--- src/rtl/ber_pkg.sv ---
// ----------------------------------------------------------------------------
// ber_pkg
// Shared definitions for the PRBS BER measurement path (prbs_generate,
// prbs_checker, ber_accumulator).
//   - ber_state_t    : measurement FSM state encoding
//   - BER_* defaults : word width, window length, accumulator width, timeout
//   - word_cnt_width : width of a counter that must reach a given count
// ----------------------------------------------------------------------------
package ber_pkg;

    typedef enum logic [1:0] {
        IDLE      = 2'd0,
        WAIT_LOCK = 2'd1,
        MEASURE   = 2'd2,
        DONE      = 2'd3
    } ber_state_t;

    localparam int unsigned BER_WIDTH          = 32'd8;
    localparam int unsigned BER_WINDOW_WORDS   = 32'd1024;
    localparam int unsigned BER_CNT_W          = 32'd32;
    localparam int unsigned BER_TIMEOUT_CYCLES = 32'd4096;

    // Bits needed to hold the values 0..count inclusive.
    function automatic int unsigned word_cnt_width(input int unsigned count);
        return $clog2(count + 32'd1);
    endfunction

endpackage

--- src/rtl/ber_accumulator_sat_accum.sv ---
// ----------------------------------------------------------------------------
// sat_accum
// Saturating accumulator: value clamps at all-ones instead of wrapping and the
// sticky sat flag records that a clamp happened.
//   clk, reset : clock, synchronous active-high reset
//   clr        : zero value and sat (wins over add_en)
//   add_en     : add addend this cycle
//   addend     : CNT_W-bit unsigned increment
//   value      : registered accumulated value
//   sat        : registered sticky saturation flag
// ----------------------------------------------------------------------------
module sat_accum
    import ber_pkg::*;
#(
    parameter int unsigned CNT_W = BER_CNT_W
) (
    input  logic             clk,
    input  logic             reset,
    input  logic             clr,
    input  logic             add_en,
    input  logic [CNT_W-1:0] addend,
    output logic [CNT_W-1:0] value,
    output logic             sat
);

    logic [CNT_W-1:0] value_q, value_d;
    logic             sat_q, sat_d;
    logic [CNT_W:0]   sum;

    // Next value: an extra carry bit on the sum detects overflow.
    always_comb begin
        value_d = value_q;
        sat_d   = sat_q;
        sum     = {1'b0, value_q} + {1'b0, addend};
        if (clr) begin
            value_d = {CNT_W{1'b0}};
            sat_d   = 1'b0;
        end else if (add_en) begin
            if (sum[CNT_W]) begin
                value_d = {CNT_W{1'b1}};
                sat_d   = 1'b1;
            end else begin
                value_d = sum[CNT_W-1:0];
            end
        end else begin
            value_d = value_q;
        end
    end

    // Accumulator and sticky flag registers.
    always_ff @(posedge clk) begin
        if (reset) begin
            value_q <= {CNT_W{1'b0}};
            sat_q   <= 1'b0;
        end else begin
            value_q <= value_d;
            sat_q   <= sat_d;
        end
    end

    assign value = value_q;
    assign sat   = sat_q;

endmodule

--- src/rtl/ber_accumulator.sv ---
// ----------------------------------------------------------------------------
// ber_accumulator
// Counts bits compared and bit errors over a window of WINDOW_WORDS locked,
// enabled words from prbs_checker; BER = err_cnt / bit_cnt.
//   clk, reset : clock, synchronous active-high reset
//   en, lock   : word-valid qualifier and checker lock status
//   err_num    : bit errors in the current word (0..WIDTH, not range-checked)
//   start      : single-cycle measurement request (ignored while busy)
//   busy       : high in WAIT_LOCK and MEASURE
//   done       : one-cycle pulse on entry to DONE, counts final that cycle
//   bit_cnt    : accumulated bits compared (saturating)
//   err_cnt    : accumulated bit errors (saturating)
//   lock_lost  : sticky, lock dropped on an enabled word during MEASURE
//   sat        : sticky, either accumulator saturated
//   timeout    : sticky, only with BER_TIMEOUT_EN; lock not seen within
//                TIMEOUT_CYCLES cycles of WAIT_LOCK
// Optional feature macro: BER_TIMEOUT_EN.
// ----------------------------------------------------------------------------
module ber_accumulator
    import ber_pkg::*;
#(
    parameter int unsigned WIDTH          = BER_WIDTH,
    parameter int unsigned WINDOW_WORDS   = BER_WINDOW_WORDS,
    parameter int unsigned CNT_W          = BER_CNT_W
`ifdef BER_TIMEOUT_EN
    ,
    parameter int unsigned TIMEOUT_CYCLES = BER_TIMEOUT_CYCLES
`endif
) (
    input  logic             clk,
    input  logic             reset,
    input  logic             en,
    input  logic             lock,
    input  logic [WIDTH:0]   err_num,
    input  logic             start,
    output logic             busy,
    output logic             done,
    output logic [CNT_W-1:0] bit_cnt,
    output logic [CNT_W-1:0] err_cnt,
    output logic             lock_lost,
    output logic             sat
`ifdef BER_TIMEOUT_EN
    ,
    output logic             timeout
`endif
);

    localparam int unsigned      WC_W      = word_cnt_width(WINDOW_WORDS);
    localparam logic [WC_W-1:0]  LAST_WORD = WC_W'(WINDOW_WORDS - 32'd1);
    localparam logic [CNT_W-1:0] WORD_BITS = CNT_W'(WIDTH);

    ber_state_t       state_q, state_d;
    logic [WC_W-1:0]  word_cnt_q, word_cnt_d;
    logic             busy_q, busy_d;
    logic             done_q, done_d;
    logic             lock_lost_q, lock_lost_d;
    logic             clr;
    logic             count_word;
    logic             bit_sat, err_sat;
    logic [CNT_W-1:0] err_addend;

`ifdef BER_TIMEOUT_EN
    localparam int unsigned     TC_W     = word_cnt_width(TIMEOUT_CYCLES);
    localparam logic [TC_W-1:0] LAST_TMO = TC_W'(TIMEOUT_CYCLES - 32'd1);
    logic [TC_W-1:0] tmo_cnt_q, tmo_cnt_d;
    logic            timeout_q, timeout_d;
`endif

    // FSM next state, window counting and flag updates.
    always_comb begin
        state_d     = state_q;
        word_cnt_d  = word_cnt_q;
        lock_lost_d = lock_lost_q;
        clr         = 1'b0;
        count_word  = 1'b0;
`ifdef BER_TIMEOUT_EN
        tmo_cnt_d   = tmo_cnt_q;
        timeout_d   = timeout_q;
`endif
        case (state_q)
            IDLE, DONE: begin
                if (start) begin
                    // New measurement discards the previous result.
                    state_d     = WAIT_LOCK;
                    clr         = 1'b1;
                    word_cnt_d  = {WC_W{1'b0}};
                    lock_lost_d = 1'b0;
`ifdef BER_TIMEOUT_EN
                    tmo_cnt_d   = {TC_W{1'b0}};
                    timeout_d   = 1'b0;
`endif
                end else begin
                    state_d = state_q;
                end
            end
            WAIT_LOCK: begin
                if (lock) begin
                    state_d = MEASURE;
                end
`ifdef BER_TIMEOUT_EN
                else if (tmo_cnt_q == LAST_TMO) begin
                    // Give up; accumulators are still zero from the clear.
                    state_d   = DONE;
                    timeout_d = 1'b1;
                end else begin
                    tmo_cnt_d = tmo_cnt_q + TC_W'(1);
                end
`else
                else begin
                    state_d = WAIT_LOCK;
                end
`endif
            end
            MEASURE: begin
                if (en && lock) begin
                    count_word = 1'b1;
                    word_cnt_d = word_cnt_q + WC_W'(1);
                    if (word_cnt_q == LAST_WORD) begin
                        state_d = DONE;
                    end else begin
                        state_d = MEASURE;
                    end
                end else if (en) begin
                    // Enabled word arrived without lock: skip it, remember it.
                    lock_lost_d = 1'b1;
                end else begin
                    state_d = MEASURE;
                end
            end
            default: begin
                state_d = IDLE;
            end
        endcase
        busy_d = (state_d == WAIT_LOCK) || (state_d == MEASURE);
        done_d = (state_d == DONE) && (state_q != DONE);
    end

    // State and registered status outputs.
    always_ff @(posedge clk) begin
        if (reset) begin
            state_q     <= IDLE;
            word_cnt_q  <= {WC_W{1'b0}};
            busy_q      <= 1'b0;
            done_q      <= 1'b0;
            lock_lost_q <= 1'b0;
`ifdef BER_TIMEOUT_EN
            tmo_cnt_q   <= {TC_W{1'b0}};
            timeout_q   <= 1'b0;
`endif
        end else begin
            state_q     <= state_d;
            word_cnt_q  <= word_cnt_d;
            busy_q      <= busy_d;
            done_q      <= done_d;
            lock_lost_q <= lock_lost_d;
`ifdef BER_TIMEOUT_EN
            tmo_cnt_q   <= tmo_cnt_d;
            timeout_q   <= timeout_d;
`endif
        end
    end

    assign err_addend = CNT_W'(err_num);

    sat_accum #(.CNT_W(CNT_W)) u_bit_accum (
        .clk    (clk),
        .reset  (reset),
        .clr    (clr),
        .add_en (count_word),
        .addend (WORD_BITS),
        .value  (bit_cnt),
        .sat    (bit_sat)
    );

    sat_accum #(.CNT_W(CNT_W)) u_err_accum (
        .clk    (clk),
        .reset  (reset),
        .clr    (clr),
        .add_en (count_word),
        .addend (err_addend),
        .value  (err_cnt),
        .sat    (err_sat)
    );

    assign busy      = busy_q;
    assign done      = done_q;
    assign lock_lost = lock_lost_q;
    assign sat       = bit_sat | err_sat;
`ifdef BER_TIMEOUT_EN
    assign timeout   = timeout_q;
`endif

endmodule
--- config.mk ---
export PLATFORM = sky130hd
export DESIGN_NAME = ber_accumulator
export DESIGN_NICKNAME = d
export VERILOG_FILES = /design/src/rtl/ber_pkg.sv /design/src/rtl/ber_accumulator_sat_accum.sv /design/src/rtl/ber_accumulator.sv
export SDC_FILE = /design/constraint.sdc
export NUM_CORES = 1
export LEC_CHECK = 0
export CELL_PAD_IN_SITES_DETAIL_PLACEMENT = 1
export CELL_PAD_IN_SITES_GLOBAL_PLACEMENT = 1
export CORE_MARGIN = 2
export CORE_UTILIZATION = 42
export CTS_BUF_LIST = sky130_fd_sc_hd__clkbuf_4 sky130_fd_sc_hd__clkbuf_8 sky130_fd_sc_hd__clkbuf_16
export DETAILED_ROUTE_END_ITERATION = 8
export GPL_TIMING_DRIVEN = 0
export PLACE_DENSITY = 0.85
export SYNTH_ARGS = -nofsm -noshare
export SYNTH_HDL_FRONTEND = slang
export SYNTH_SLANG_ARGS = --single-unit
--- constraint.sdc ---
create_clock -name clk -period 3.72 [get_ports clk]
set_input_delay 0.744 -clock clk [delete_from_list [all_inputs] [get_ports clk]]
set_output_delay 0.744 -clock clk [all_outputs]
set_load 0.005 [all_outputs]
==> results of run 1 <==
## Yosys cell counts, types with 3 or more instances
cell type / n
xnor2_1: 27
buf_1: 3
a311oi_1: 3
nand4_1: 16
a31oi_2: 6
buf_2: 6
nand3_1: 24
o21bai_1: 3
xor2_1: 21
a21oi_1: 60
or3_1: 4
a2111oi_1: 3
a21o_1: 3
and3_1: 10
dfxtp_1: 80
clkbuf_1: 8
and4_1: 9
nor3_1: 9
mux2i_1: 4
nor2_1: 34
o21ai_0: 18
nand2b_1: 5
ha_1: 15
a211oi_1: 6
nand2_1: 29
nor4_1: 6
inv_1: 14
nor2b_1: 4
## area by class of cell
type | instances | area, sq um | area share
Sequential cell | 80 | 1600 | 0.302
Tap cell | 133 | 166 | 0.0314
Timing Repair Buffer | 80 | 801 | 0.151
Buffer | 21 | 103 | 0.0194
Clock buffer | 13 | 166 | 0.0314
Inverter | 14 | 52.6 | 0.00992
Multi-Input combinational cell | 356 | 2370 | 0.447
Clock inverter | 3 | 40.0 | 0.00756
## through the flow
| stage | total power, W | worst slack, ns | area [sq um] | hold slack, ns | util |
|---|---|---|---|---|---|
| after detailed placement | 0.00101 | 0.00684 | 5090 | 0.459 | 0.528 |
| after floorplan | 0.000961 | 0.929 | 4120 | 0.431 | - |
| after CTS | 0.00168 | 0.359 | 5300 | 0.471 | 0.550 |
| after global placement | 0.00101 | 0.0963 | 5090 | 0.441 | 0.528 |
| final | 0.00167 | 0.363 | 5300 | 0.468 | 0.550 |
| after global routing | 0.00173 | 0.197 | 5300 | 0.481 | 0.550 |
## final timing paths
kind / startpoint / endpoint / slack [ns] / depth (start not counted)
hold / removal: u_err_accum.sat / u_err_accum.sat / 0.47 / 2
setup / recovery: err_num[0] / u_err_accum.value[25] / 0.36 / 11
setup reg to reg: u_err_accum.value[0] / u_err_accum.value[25] / 0.90 / 10
hold reg to reg: u_err_accum.sat / u_err_accum.sat / 0.47 / 2
## flip-flops by register name, indices dropped and copies added (netlist names)
| name | count |
|---|---|
| u_err_accum.value | 32 |
| u_bit_accum.value | 30 |
| word_cnt_q | 11 |
| state_q | 2 |
| busy | 1 |
| done | 1 |
| lock_lost | 1 |
| u_bit_accum.sat | 1 |
| u_err_accum.sat | 1 |
## cell usage in the layout (no fill, tap or decap), drive strengths merged, types with 12 or more instances in the layout
master,instances
inv,14
nor2,35
nand4,18
nand2,30
buf,12
a21oi,61
dfxtp,80
nand3,25
o21ai,20
clkbuf,22
clkdlybuf4s50,80
xor2,21
ha,15
xnor2,27
## where the power goes
group          internal [W]  switching, W
clock              0.000360      0.000315
combinational     0.0000475     0.0000812
sequential         0.000862    0.00000422
total               0.00127      0.000400
## critical path: cells and delay by family
| kind | cells | cell delay [ns] |
|---|---|---|
| and+or+nand+nor | 2 | 0.18 |
| buffers and inverters | 3 | 0.95 |
| AOI/OAI and AO/OA | 4 | 1.01 |
| adders and majority gates | 2 | 0.68 |
## kinds of logic (layout without fill, tap and decap cells)
logic type      after synthesis  after routing  share of synthesized area
mux                           5              5                     0.0124
flops                        80             80                      0.388
xor+xnor                     48             48                      0.102
fa+ha+maj                    16             16                     0.0504
compound gates              120            120                      0.187
buf+inv                      35            131                     0.0376
simple gates                167            167                      0.223
## metal layers
metal	vias to the layer above	track usage
li1	1892	-
met1	1939	0.313
met2	86	0.412
met3	17	0.0393
met4	0	0.0962
met5	-	0
==> summary.txt, run 1 <==
Status
  • Status: complete, no violations

Global routing
  • Vias in the first global route: 4,035
  • Global-route usage over all layers: 0.244
  • Largest net degree at the start of global routing: 13
  • Grt total ovfl: 0
  • Initial antenna violation count: 0
  • First-pass GRT wire length: 20,200 microns

Synth
  • Syn_nets: 501
  • Share of the synthesized area in the top cell type: 0.388
  • Synth unique cells: 60
  • Synth top area cells: dfxtp_1 (39%), a21oi_1 (7.3%), xnor2_1 (5.7%), ha_1 (4.6%), xor2_1 (4.5%)
  • Syn_area_per_cell: 8.76 sq um
  • Asr flop ratio synth: 0
  • Post-synthesis sequential area ratio: 0.388
  • Number of synthesized flops with an enable pin: 0
  • Cell Area, Synth: 4120 sq um
  • Synth area leader: dfxtp_1
  • Post-synth top flop: dfxtp_1
  • Syn. warnings: 0
  • Syn Inst Count: 471
  • #FFs+latches synth: 80

Timing
  • Post-Route Setup TNS: 0 ns
  • Tmin final: 3.36 ns
  • Max Clk Rate: 298 MHz
  • Hold Vio Cnt, Final: 0
  • Unrepaired setup endpoints after global routing: no
  • Slew margin rel.: 0.406
  • Period Utilization, post-route: 0.902
  • Final Max Tran Viols: 0
  • Slew @ Worst Pin: 0.883 ns
  • Clock skew: 0.00883 ns
  • Final setup vio count: 0

Critical path
  • Worst EP required: 3.94 ns
  • Worst path cell trace: clkdlybuf4s50_1, ha_1, fa_1, a21o_1, a221oi_1, o21a_1, nor3_1, nand2b_1, buf_2, buf_2, a21oi_1
  • Slowest-stage cell, CP: a221oi_1
  • WP data arrival: 3.58 ns
  • CP endpoint kind: flop
  • CP max FO: 10
  • Critical path class: input pin to flop
  • Critical Path Start Type: input pin
  • Cell mode on critical path: buf_2
  • Slowest Stage Delay on Critical Path: 0.46 ns

Clocking
  • PostCTS Resize Cnt: 0
  • Total clock sinks: 80
  • Clk buf depth: 2
  • Root buffer cell: clkbuf_8
  • Worst-Skew Late Latency: 0.36 ns
  • CTS tree: done
  • Setup Buffers After CTS: 0
  • Htree depth: 3
  • Hold-fix buffers, CTS: 0
  • Num CTS Buffers: 9
  • Clock slew at reported path FFs: 0.08 ns

Drt
  • DRT antenna net count: 0
  • Vias per cell: 5.62
  • DRC violations left: 0
  • Highest metal used: met4
  • Met3 WL: 479 microns
  • Met2 wire length: 6110 microns
  • Detailed Routing Iterations Pass 1: 4
  • Vias: 3,934
  • Wl on met1: 5640 microns
  • Drt total wl: 12,400 microns
  • Initial drt markers: 166
  • Routed len/inst: 17.7 microns

Place
  • Placer Congestion: 0.890
  • I/O Buffers: 80
  • Placed insts: 684
  • HPWL after DPL: 9080 microns

Die
  • Initial Util: 0.428
  • DIE WIDTH: 103 microns
  • Ports: 82
  • Die footprint: 10,600 sq um
  • Core Box Area: 9640 sq um
  • Row Count: 36
  • DIE HEIGHT: 103 microns

Finish
  • Final std cells w/o fill: 700
  • Share of cells above drive strength 1: 0.0811
  • Layout Nets: 592
  • Number of diodes: 0
  • Synth-to-Final Area Change: 28.5%
  • Fill cells: 1,164

Pwr
  • Leak Pwr: 1.76 nW
  • Max VDD drop: 164 uV
  • P per Cell Area: 315 nW/um^2

Min path
  • HP Class: flop to flop

Job
  • Max Cap Viol: 0
Power figures use the tool's default switching activity.
==> run 2, diff against run 1 <==
Settings changed: SKIP_LAST_GASP set to 1.
==> results of run 2 <==
The final DEF is identical to that of run 1; final timing and power are the same.
